[src/rtl/if_fetch_stage.sv]
// Instruction-fetch stage and IF/ID pipeline register with a single-outstanding-request imem port.
// Optional performance counters are enabled by defining IF_PERF_CNT_EN.
module if_fetch_stage #(
    parameter int unsigned          ADDR_W   = 32,
    parameter logic [ADDR_W-1:0]    RESET_PC = ADDR_W'(0)
) (
    input  logic                clk,
    input  logic                rst,
    input  logic                pc_write_en,
    input  logic                ifid_write_en,
    input  logic                branch_taken,
    input  logic [ADDR_W-1:0]   branch_target,
    input  logic                jump,
    input  logic [ADDR_W-1:0]   jump_target,
    output logic                imem_req,
    output logic [ADDR_W-1:0]   imem_addr,
    input  logic [31:0]         imem_rdata,
    input  logic                imem_valid,
    output logic [ADDR_W-1:0]   ifid_pc,
    output logic [ADDR_W-1:0]   ifid_pc4,
    output logic [31:0]         ifid_instr,
    output logic                ifid_valid
`ifdef IF_PERF_CNT_EN
    ,
    output logic [31:0]         perf_fetched,
    output logic [31:0]         perf_stall,
    output logic [15:0]         perf_flush
`endif
);

    localparam int unsigned INSTR_W = 32;

    typedef enum logic [1:0] {
        FETCH = 2'd0,
        DRAIN = 2'd1,
        HOLD  = 2'd2
    } state_t;

    state_t               state, state_n;
    logic [ADDR_W-1:0]    pc, pc_n;
    logic [INSTR_W-1:0]   hold_buf, hold_buf_n;
    logic [ADDR_W-1:0]    ifid_pc_n, ifid_pc4_n;
    logic [INSTR_W-1:0]   ifid_instr_n;
    logic                 ifid_valid_n;
    logic                 load;

    logic                 stall;
    logic                 redirect;
    logic [ADDR_W-1:0]    target;
    logic [ADDR_W-1:0]    pc_plus4;

    assign stall    = ~(pc_write_en & ifid_write_en);
    assign redirect = branch_taken | jump;
    assign target   = branch_taken ? branch_target : jump_target;
    assign pc_plus4 = pc + ADDR_W'(4);

    // Request is a decode of the state register, forced low while reset is held.
    assign imem_req  = (state == FETCH) & ~rst;
    assign imem_addr = pc;

    always_ff @(posedge clk or posedge rst) begin
        if (rst) begin
            state      <= FETCH;
            pc         <= RESET_PC;
            hold_buf   <= INSTR_W'(0);
            ifid_pc    <= ADDR_W'(0);
            ifid_pc4   <= ADDR_W'(0);
            ifid_instr <= INSTR_W'(0);
            ifid_valid <= 1'b0;
        end else begin
            state      <= state_n;
            pc         <= pc_n;
            hold_buf   <= hold_buf_n;
            ifid_pc    <= ifid_pc_n;
            ifid_pc4   <= ifid_pc4_n;
            ifid_instr <= ifid_instr_n;
            ifid_valid <= ifid_valid_n;
        end
    end

    // Next-state and IF/ID update; redirect outranks stall in every state.
    always_comb begin
        state_n      = state;
        pc_n         = pc;
        hold_buf_n   = hold_buf;
        ifid_pc_n    = ifid_pc;
        ifid_pc4_n   = ifid_pc4;
        ifid_instr_n = ifid_instr;
        ifid_valid_n = ifid_valid;
        load         = 1'b0;

        case (state)
            FETCH: begin
                if (redirect) begin
                    pc_n         = target;
                    ifid_instr_n = INSTR_W'(0);
                    ifid_valid_n = 1'b0;
                    // A request still in flight must complete before the address may move.
                    if (!imem_valid) begin
                        state_n = DRAIN;
                    end
                end else if (imem_valid) begin
                    if (!stall) begin
                        ifid_pc_n    = pc;
                        ifid_pc4_n   = pc_plus4;
                        ifid_instr_n = imem_rdata;
                        ifid_valid_n = 1'b1;
                        pc_n         = pc_plus4;
                        load         = 1'b1;
                    end else begin
                        hold_buf_n = imem_rdata;
                        state_n    = HOLD;
                    end
                end else if (ifid_write_en) begin
                    ifid_instr_n = INSTR_W'(0);
                    ifid_valid_n = 1'b0;
                end
            end
            DRAIN: begin
                if (redirect) begin
                    pc_n         = target;
                    ifid_instr_n = INSTR_W'(0);
                    ifid_valid_n = 1'b0;
                end
                if (imem_valid) begin
                    state_n = FETCH;
                end
            end
            HOLD: begin
                if (redirect) begin
                    pc_n         = target;
                    hold_buf_n   = INSTR_W'(0);
                    ifid_instr_n = INSTR_W'(0);
                    ifid_valid_n = 1'b0;
                    state_n      = FETCH;
                end else if (!stall) begin
                    ifid_pc_n    = pc;
                    ifid_pc4_n   = pc_plus4;
                    ifid_instr_n = hold_buf;
                    ifid_valid_n = 1'b1;
                    pc_n         = pc_plus4;
                    load         = 1'b1;
                    state_n      = FETCH;
                end
            end
            default: begin
                state_n = FETCH;
            end
        endcase
    end

`ifdef IF_PERF_CNT_EN
    // Free-running event counters; wrap naturally on overflow.
    always_ff @(posedge clk or posedge rst) begin
        if (rst) begin
            perf_fetched <= 32'd0;
            perf_stall   <= 32'd0;
            perf_flush   <= 16'd0;
        end else begin
            if (load) begin
                perf_fetched <= perf_fetched + 32'd1;
            end
            if (stall) begin
                perf_stall <= perf_stall + 32'd1;
            end
            if (redirect) begin
                perf_flush <= perf_flush + 16'd1;
            end
        end
    end
`endif

endmodule
[config.mk]
export PLATFORM = sky130hd
export DESIGN_NAME = if_fetch_stage
export DESIGN_NICKNAME = d
export VERILOG_FILES = /design/src/rtl/if_fetch_stage.sv
export SDC_FILE = /design/constraint.sdc
export NUM_CORES = 1
export LEC_CHECK = 0
export BUFFER_PORTS_ARGS = -buffer_cell sky130_fd_sc_hd__buf_2
export CORE_MARGIN = 1
export CORE_UTILIZATION = 35
export CTS_CLUSTER_DIAMETER = 30
export DETAILED_ROUTE_END_ITERATION = 10
export GPL_TIMING_DRIVEN = 0
export SYNTH_ARGS = -nofsm -noshare
export SYNTH_HDL_FRONTEND = slang
export SYNTH_SLANG_ARGS = --single-unit
[constraint.sdc]
create_clock -name clk -period 7.3 [get_ports clk]
set_input_delay 1.46 -clock clk [delete_from_list [all_inputs] [get_ports clk]]
set_output_delay 1.46 -clock clk [all_outputs]
set_load 0.02 [all_outputs]
==> metrics, run 1 <==
vias in the first global route=6,636; count leader, synth=dfrtp_1; peak supply drop=~0.2 mV; CTS sink count=between 150 and 200; die height=150 um; via count=~6,900; Most used DFF post-synth=dfrtp_1; initial drt markers=487; global-route wire length before repair=38,000 um; CTS tree=done; num ports=roughly 230; CTS buffer count=17; RSZ-0062 raised after global routing=no; post-synthesis register bit count=between 150 and 200; initial antenna violation count=3; most instantiated cells after synthesis=161 x dfrtp_1, 68 x nand2_1, 65 x a21oi_1; crit path DAT=approximately 1.9 ns; num rows=53; grt total ovfl=0; Max Clock Skew=roughly 0.014 ns; pwr/cell area=about 460 nW/um^2; WHS=0.476 ns; Setup-failing EPs final=0; worst slew pin tran=approximately 0.9 ns; Max FO, Critical Path=2; post-CTS setup buffers=0; vias per cell=roughly 5.3; sequential share of the synthesized area=a little over half; Clk Latency, worst-skew pair=roughly 0.44 ns; CTS resizes=0; number of synthesized flops with an enable pin=0; DP Area=9240 sq um; Crit Path Class=in -> out; cell taking the most area after synthesis=dfrtp_1; Routed Antenna Nets=0; Area growth, synth to finish=27.5%; met2 Resource Use GR=a little over a third; CTS H-tree lvls=4; layout cells sized above 1=about a third; Worst EP required=between 5 and 6 ns; met1 Track Usage GR=roughly 29%; Final min period=3.32 ns; Clk pwr share=~20%; dpl hpwl=about 18,000 um; Fillers=approximately 2,100; DRT Wirelength=25,000 um; Critical Path Start Type=primary input; port buffer count=roughly 230; hold_buf cts=0; top cells by area, synth=dfrtp_1 52%, mux2_2 6.3%, a21oi_1 4.2%; detailed-route DRC error count=0; floorplan core area=between 20,000 and 25,000 sq um; Logic pwr share=a little over two fifths; Synth Area per Inst=between 10 and 15 sq um; sequential share of power=a little over a third; total die area=between 20,000 and 25,000 sq um; Most Crowded Layer GR=met2; Avg WL per Cell=~19 um; first-pass iteration count of the detailed router=5; asr flop ratio synth=100%; HP Class=reg -> reg; post-synthesis cell count=749; crit share post-route=between 40% and 50%; syn_nets=approximately 860; Static Leak=4.68 nW; die width=150 um; storage element area=slightly above 4000 sq um; sw power=slightly below 0.002 W; overall routing resource usage=a little under a quarter; post-synth top area share=between 50% and 60%; multi-input logic area=approximately 3400 sq um; Initial Util=36.2%; placed cell count=roughly 1,300; post-synth cell types=51; status=complete, no violations; Slew Limit Fails=0; Post-Syn Area=~7700 sq um; Worst slew margin=between 30% and 40%; Root Buffer=clkbuf_16; post-route cell area=between 9000 and 10,000 sq um; total power=roughly 0.0045 W; gpl congestion=0.847; Clock Path Buffers=2; max_cap viols=0; Highest Clock Rate=0.301 GHz; met3 GRT Util=roughly 5.6%; Critical Path Sink Type=primary output; non-filler cells, final=between 1,000 and 1,500; Clock transition at path regs=roughly 0.070 ns; Synth warnings=0; Final Hold Viols=0; largest net degree at the start of global routing=89; internal cell power=roughly 0.0026 W; Switching Share=between 40% and 50%; nets=roughly 1,100
-- cell type report --
cell class,instances,area share [%]
Sequential cell,161,41.0
Multi-Input combinational cell,515,34.2
Timing Repair Buffer,232,12.1
Clock buffer,17,4.33
Tap cell,275,3.50
Buffer,63,2.79
Clock inverter,14,1.57
Inverter,10,0.459
Antenna cell,2,0.0510
-- per-layer routing --
| metal | share of wire (%) | wire length [um] |
|---|---|---|
| met1 | 43 | 10800 |
| met2 | 46 | 11500 |
| met3 | 8.2 | 2070 |
| met4 | 2.8 | 698 |
| met5 | 0.052 | 13 |
-- stage by stage --
step	utilization (%)	setup TNS, ns	setup WS [ns]
floorplan	-	0	1.49
global placement	43.2	-115.34	-0.724
detailed placement	43.4	0	3.87
CTS	46.1	0	3.98
global route	46.1	0	3.92
finish	46.1	0	3.98
-- cells by family (layout without fill, tap and decap cells) --
logic type      Yosys count  count (layout)  share of synthesized area (%)
compound gates          238             238                           20.0
simple gates            190             190                           12.0
flops                   161             161                           52.3
buf+inv                  73             336                           4.05
mux                      55              55                           7.85
xor+xnor                 28              28                           3.18
fa+ha+maj                 4               4                          0.650
other cells               0               2                              0
-- state kept, by name, summed over array words and instances (netlist names) --
| name | count |
|---|---|
| state | 2 |
| hold_buf | 32 |
| ifid_pc4 | 32 |
| ifid_valid | 1 |
| imem_addr | 32 |
| ifid_pc | 30 |
| ifid_instr | 32 |
-- worst paths after layout --
check	startpoint	end	slack, ns	cells after the start
worst max-delay path	rst	imem_req	3.98	3
worst min-delay path	ifid_pc[6]	ifid_pc[6]	0.48	2
worst max register to register	state[1]	imem_addr[26]	4.77	9
worst min register to register	ifid_pc[6]	ifid_pc[6]	0.48	2
max in group asynchronous	rst	ifid_pc4[30]	5.39	3
min in group asynchronous	rst	state[0]	1.09	2
-- placed cells by master (no fill, tap or decap), types with 6 or more instances in the layout --
cell       count
a31oi_1        7
a22oi_1       33
inv_1          9
nand4_1       15
nand3_1       13
a21oi_1       65
buf_1         11
and3_1         7
xor2_1        17
mux2i_1       12
o22ai_1       12
clkbuf_16     17
buf_2        247
nor2_1        56
dfrtp_1      161
clkbuf_1      30
nor3_1         6
nand2_1       68
a22o_1        32
o21ai_0       53
a2bb2oi_1     17
mux2_2        43
xnor2_1       11
-- power groups by stage --
stage               clock network [W]  registers, W  logic [W]
floorplan                           0       0.00200   0.000907
global placement                    0       0.00165    0.00196
detailed placement                  0       0.00165    0.00198
CTS                          0.000918       0.00165    0.00199
global route                 0.000959       0.00171    0.00215
finish                       0.000909       0.00165    0.00197
-- worst max-delay path, stage by stage --
cell and delay, ns:
buf_2 0.13, nor2b_1 0.10, buf_2 0.16
Power figures use the tool's default switching activity.
==> inputs of run 2 (changes only) <==
Clock period 7.3 ns to 3.2 ns, I/O delays scaled along.
==> metrics, run 2 (synthesized netlist as in run 1, its figures left out) <==
vias in the first global route=6,612 (was 6,636); die width=150 um (unchanged); Setup-failing EPs final=0 (unchanged); total die area=22,600 sq um (unchanged); Max FO, Critical Path=8 (was 2); Fillers=2,063 (was 2,098); CTS tree=done (unchanged); hold_buf cts=0 (unchanged); status=complete, no violations (unchanged); commonest non-fill, non-tap cells in the layout=247 x buf_2, 161 x dfrtp_1, 68 x nand2_1 (unchanged); pwr/cell area=1040 nW/um^2 (was 461 nW/um^2); Final min period=2.50 ns; Clk Latency, worst-skew pair=0.43 ns (was 0.44 ns); WL met3=1840 um (was 2070 um); Clock transition at path regs=0.07 ns (about the same); Critical R2R Launch=imem_addr[2] (was state[1]); detailed-route DRC error count=0 (unchanged); Routed Antenna Nets=0 (unchanged); grt total ovfl=0 (unchanged); Worst path most repeated cell=nand4_1 (was buf_2); HP Class=in -> async (was reg -> reg); Max Clock Skew=0.0118 ns (was 0.0136 ns); Static Leak=4.69 nW (was 4.68 nW); critical path's slowest cell=nor4_1 (was buf_2); nets=1,110 (was 1,107); commonest non-fill, non-tap cell in the layout=buf_2 (unchanged); RSZ-0062 raised after global routing=no (unchanged); worst slew pin tran=0.897 ns (was 0.908 ns); peak supply drop=0.573 mV (was 0.201 mV); layout cells sized above 1=33.8% (was 33.6%); num ports=233 (unchanged); DRT Wirelength=25,100 um (was 25,000 um); Area growth, synth to finish=28.0% (was 27.5%); Clock Path Buffers=2 (unchanged); Crit Path Class=reg -> reg (was in -> out); CP delay by family, top=simple AND/OR/NAND/NOR gates (was buffers and inverters); post-route cell area=9860 sq um (was 9820 sq um); met1 wire length=10,800 um (about the same); Initial Util=36.2% (unchanged); via count=6,877 (was 6,859); Critical Path Sink Type=flop (was primary output); Worst EP required=3.49 ns (was 5.84 ns); Slew Limit Fails=0 (unchanged); Highest Clock Rate=about 0.40 GHz; port buffer count=231 (unchanged); global-route wire length before repair=38,100 um (was 38,000 um); CP Cell Sequence=ha_1 > nand4_1 > nor4_1 > nand4_1 > o22ai_1 > a2bb2oi_1 (was buf_2 > nor2b_1 > buf_2); overall routing resource usage=22.5% (about the same); gpl congestion=0.824 (was 0.847); non-filler cells, final=1,293 (was 1,289); CTS buffer count=17 (unchanged); Final Hold Viols=0 (unchanged); crit path DAT=2.79 ns (was 1.86 ns); Top Layer Used=met5 (unchanged); first-pass iteration count of the detailed router=6 (was 5); Root Buffer=clkbuf_16 (unchanged); Critical Path Start Type=flop (was primary input); placed cell count=1,259 (was 1,256); CTS sink count=161 (unchanged); Avg WL per Cell=19.4 um (about the same); Max stage delay on crit path=0.62 ns (was 0.16 ns); dpl hpwl=18,400 um (was 18,000 um); met2 routed wirelength=12,000 um (was 11,500 um); Worst slew margin=40.2% (was 39.5%); crit share post-route=between 70% and 80%; DP Area=9290 sq um (was 9240 sq um); largest net degree at the start of global routing=36 (was 89); vias per cell=5.32 (about the same); number of buffers and inverters on the critical path=0 (was 2); post-CTS setup buffers=0 (unchanged); Worst Setup SP=imem_addr[2] (was rst); initial antenna violation count=3 (unchanged); CTS resizes=0 (unchanged); initial drt markers=429 (was 487); floorplan core area=21,300 sq um (unchanged); max_cap viols=0 (unchanged); num rows=53 (unchanged); die height=150 um (unchanged); CTS H-tree lvls=4 (unchanged)
run 2: through the flow:
step                      power, W  setup slack [ns]  TNS (ns)  utilization (%)  hold WS [ns]
after global routing        0.0109             0.431         0             46.3         0.404
after global placement     0.00823            -0.706   -111.61             43.2         0.458
after detailed placement   0.00832             0.644         0             43.6         0.465
after CTS                   0.0103             0.688         0             46.3         0.364
final                       0.0103             0.696         0             46.3         0.352
after floorplan            0.00663             0.517         0                -         0.466
run 2: final cells by class:
cell class / instances / area, sq um / area share, %
flip-flops and latches: 161 / 4030 / 40.9
multi-input cells: 515 / 3360 / 34.1
repair buffers: 235 / 1240 / 12.5
clock buffers: 19 / 443 / 4.49
well taps: 275 / 344 / 3.49
plain buffers: 63 / 274 / 2.78
clock inverters: 13 / 123 / 1.24
inverters: 10 / 41.3 / 0.419
diodes: 2 / 5.00 / 0.0508
run 2: worst paths after layout:
path                                 endpoint  slack (ns)  depth (start not counted)
worst max-delay path            imem_addr[30]        0.70                          6
worst min-delay path            ifid_instr[3]        0.35                          2
worst max register to register  imem_addr[30]        0.70                          6
worst min register to register    ifid_pc[22]        0.47                          2
max in group asynchronous         ifid_pc4[2]        1.99                          4
min in group clk                 hold_buf[13]        0.45                          2
run 2: metal layers:
| layer | GRT usage [%] | up-vias |
|---|---|---|
| met5 | 0 | - |
| met4 | 7.12 | 4 |
| met3 | 5.21 | 35 |
| met2 | 35.9 | 274 |
| met1 | 30.2 | 3329 |
| li1 | - | 3235 |
run 2: report_power, final:
group	switching (W)	internal (W)	total, W	leakage, nW
Combinational	0.00283	0.00169	0.00452	2.42
Sequential	0.000764	0.00300	0.00377	2.00
Clock	0.000925	0.00104	0.00197	0.274
==> inputs of run 3 (changes only) <==
Settings changed: ABC_AREA from default to 1.
Clock period 3.2 ns to 2.5 ns, I/O delays scaled along.
==> metrics, run 3 <==
status=complete, no violations (unchanged); post-synthesis cell count=1,067 (was 749); cells on worst reg2reg path=11 (was 6); asr flop ratio synth=100% (unchanged); Synth warnings=0 (unchanged); post-synth top area share=49.4% (was 52.3%); Root Buffer=clkbuf_16 (unchanged); Max FO, Critical Path=7 (was 8); post-CTS setup buffers=0 (unchanged); post-synth cell types=34 (was 51); Avg WL per Cell=16.7 um (was 19.4 um); largest net degree at the start of global routing=37 (was 36); crit share post-route=around four fifths; sequential share of the synthesized area=49.4% (was 52.3%); count leader, synth=nand2_1 (was dfrtp_1); nets=1,429 (was 1,110); Final Hold Viols=0 (unchanged); total die area=23,900 sq um (was 22,600 sq um); dpl hpwl=21,000 um (was 18,400 um); total power=0.0129 W (was 0.0103 W); Crit Path Class=reg -> out (was reg -> reg); most instantiated cells after synthesis=371 x nand2_1, 161 x dfrtp_1, 111 x inv_1 (was 161 x dfrtp_1, 68 x nand2_1, 65 x a21oi_1); crit path DAT=1.55 ns (was 2.79 ns); Post-Syn Area=8160 sq um (was 7700 sq um); post-layout util=45.7% (was 46.3%); Max Clock Skew=0.0132 ns (was 0.0118 ns); Critical Path Start Type=flop (unchanged); via count=8,195 (was 6,877); worst r2r dst=imem_addr[19] (was imem_addr[30]); cell taking the most area after synthesis=dfrtp_1 (unchanged); Area growth, synth to finish=27.5% (was 28.0%); Clock Path Buffers=2 (unchanged); hold_buf cts=0 (unchanged); grt total ovfl=0 (unchanged); vias per cell=4.96 (was 5.32); Worst EP required=2.00 ns (was 3.49 ns); Worst slew margin=54.6% (was 40.2%); top cells by area, synth=dfrtp_1 49%, nand2_1 17%, nand3_1 5.4% (was dfrtp_1 52%, mux2_2 6.3%, a21oi_1 4.2%); DRT Wirelength=27,600 um (was 25,100 um); Highest Clock Rate=0.489 GHz; Synth Area per Inst=7.65 sq um (was 10.3 sq um); Clock transition at path regs=0.07 ns (about the same); Routed Antenna Nets=0 (unchanged); commonest non-fill, non-tap cells in the layout=371 x nand2_1, 256 x buf_2, 161 x dfrtp_1 (was 247 x buf_2, 161 x dfrtp_1, 68 x nand2_1); WHS=0.160 ns (was 0.352 ns); Most used DFF post-synth=dfrtp_1 (unchanged); number of synthesized flops with an enable pin=0 (unchanged); floorplan core area=22,800 sq um (was 21,300 sq um); Critical Path Sink Type=primary output (was flop); vias in the first global route=7,917 (was 6,612); CTS sink count=161 (unchanged); port buffer count=231 (unchanged); RSZ-0062 raised after global routing=no (unchanged); peak supply drop=0.512 mV (was 0.573 mV); die height=155 um (was 150 um); initial antenna violation count=2 (was 3); CTS tree=done (unchanged); Clk Latency, worst-skew pair=0.44 ns (was 0.43 ns); die width=155 um (was 150 um); Initial Util=35.8% (was 36.2%); overall routing resource usage=23.5% (was 22.5%); first-pass iteration count of the detailed router=5 (was 6); initial drt markers=483 (was 429); syn_nets=1,174 (was 856); global-route wire length before repair=43,100 um (was 38,100 um); Critical R2R Launch=state[0] (was imem_addr[2]); CTS H-tree lvls=4 (unchanged); CTS buffer count=17 (unchanged); HP Class=in -> async (unchanged); Fillers=2,376 (was 2,063); worst slew pin tran=0.680 ns (was 0.897 ns); Final min period=about 2.0 ns; num ports=233 (unchanged); max_cap viols=0 (unchanged); pwr/cell area=1240 nW/um^2 (was 1040 nW/um^2); gpl congestion=0.915 (was 0.824); Static Leak=5.62 nW (was 4.69 nW); post-synthesis register bit count=161 (unchanged); num rows=55 (was 53); CTS resizes=0 (unchanged); detailed-route DRC error count=0 (unchanged); layout cells sized above 1=25.2% (was 33.8%); Slew Limit Fails=0 (unchanged); flop-to-flop setup slack=0.47 ns (was 0.70 ns); commonest non-fill, non-tap cell in the layout=nand2_1 (was buf_2); Setup-failing EPs final=0 (unchanged)
## run 3: per-layer routing
layer | vias up | global-route usage [%] | part of all wire, %
li1 | 3964 | - | -
met1 | 3899 | 31.7 | 45
met2 | 297 | 37.2 | 46
met3 | 35 | 5.07 | 6.2
met4 | 0 | 8.68 | 2.0
met5 | - | 0 | 0
## run 3: cell type report
class / count / area (sq um) / area share, %
well taps: 313 / 392 / 3.76
clock inverters: 15 / 163 / 1.56
repair buffers: 236 / 1260 / 12.1
multi-input cells: 733 / 3370 / 32.4
flip-flops and latches: 161 / 4030 / 38.7
clock buffers: 17 / 425 / 4.09
inverters: 117 / 448 / 4.30
diodes: 3 / 7.51 / 0.0721
plain buffers: 56 / 317 / 3.04
## run 3: how the worst max path moves through the flow
| stage | startpoint | cells after the start | to | slack [ns] |
|---|---|---|---|---|
| after floorplan | rst | 1 | hold_buf[0] | -0.04 |
| after global placement | rst | 2 | ifid_pc4[28] | -1.23 |
| after detailed placement | branch_taken | 8 | imem_addr[13] | 0.45 |
| after CTS | state[1] | 5 | imem_req | 0.43 |
| after global routing | state[0] | 9 | ifid_pc[9] | 0.26 |
| final | state[0] | 5 | imem_req | 0.45 |
## run 3: cells by family (layout without fill, tap and decap cells)
kind of cell	Yosys count	after routing	synth area share [%]
AO/OA/AOI/OAI	171	171	12.0
XOR/XNOR	7	7	0.752
adder cells (fa/ha/maj)	4	4	0.614
buffers and inverters	173	441	9.33
flip-flops	161	161	49.4
other	0	3	0
AND/OR/NAND/NOR	551	551	28.0
## run 3: worst max-delay path, stage by stage (launching register included)
cell and delay, ns:
dfrtp_1 0.40, inv_1 0.09, ha_1 0.30, inv_2 0.08, nor2_1 0.08, buf_2 0.16
## run 3: per-stage QoR
stage	setup slack, ns	cells	cell area (sq um)	TNS (ns)
floorplan	-0.0428	1067	8160	-6.90
finish	0.454	1651	10400	0
global route	0.260	1650	10400	0
detailed placement	0.445	1616	9810	0
global placement	-1.23	1611	9710	-195.66
CTS	0.428	1648	10400	0
## run 3: report_power, final
group	switching, W	total (W)	internal [W]
clock	0.00127	0.00261	0.00134
combinational	0.00397	0.00584	0.00187
sequential	0.000833	0.00449	0.00366
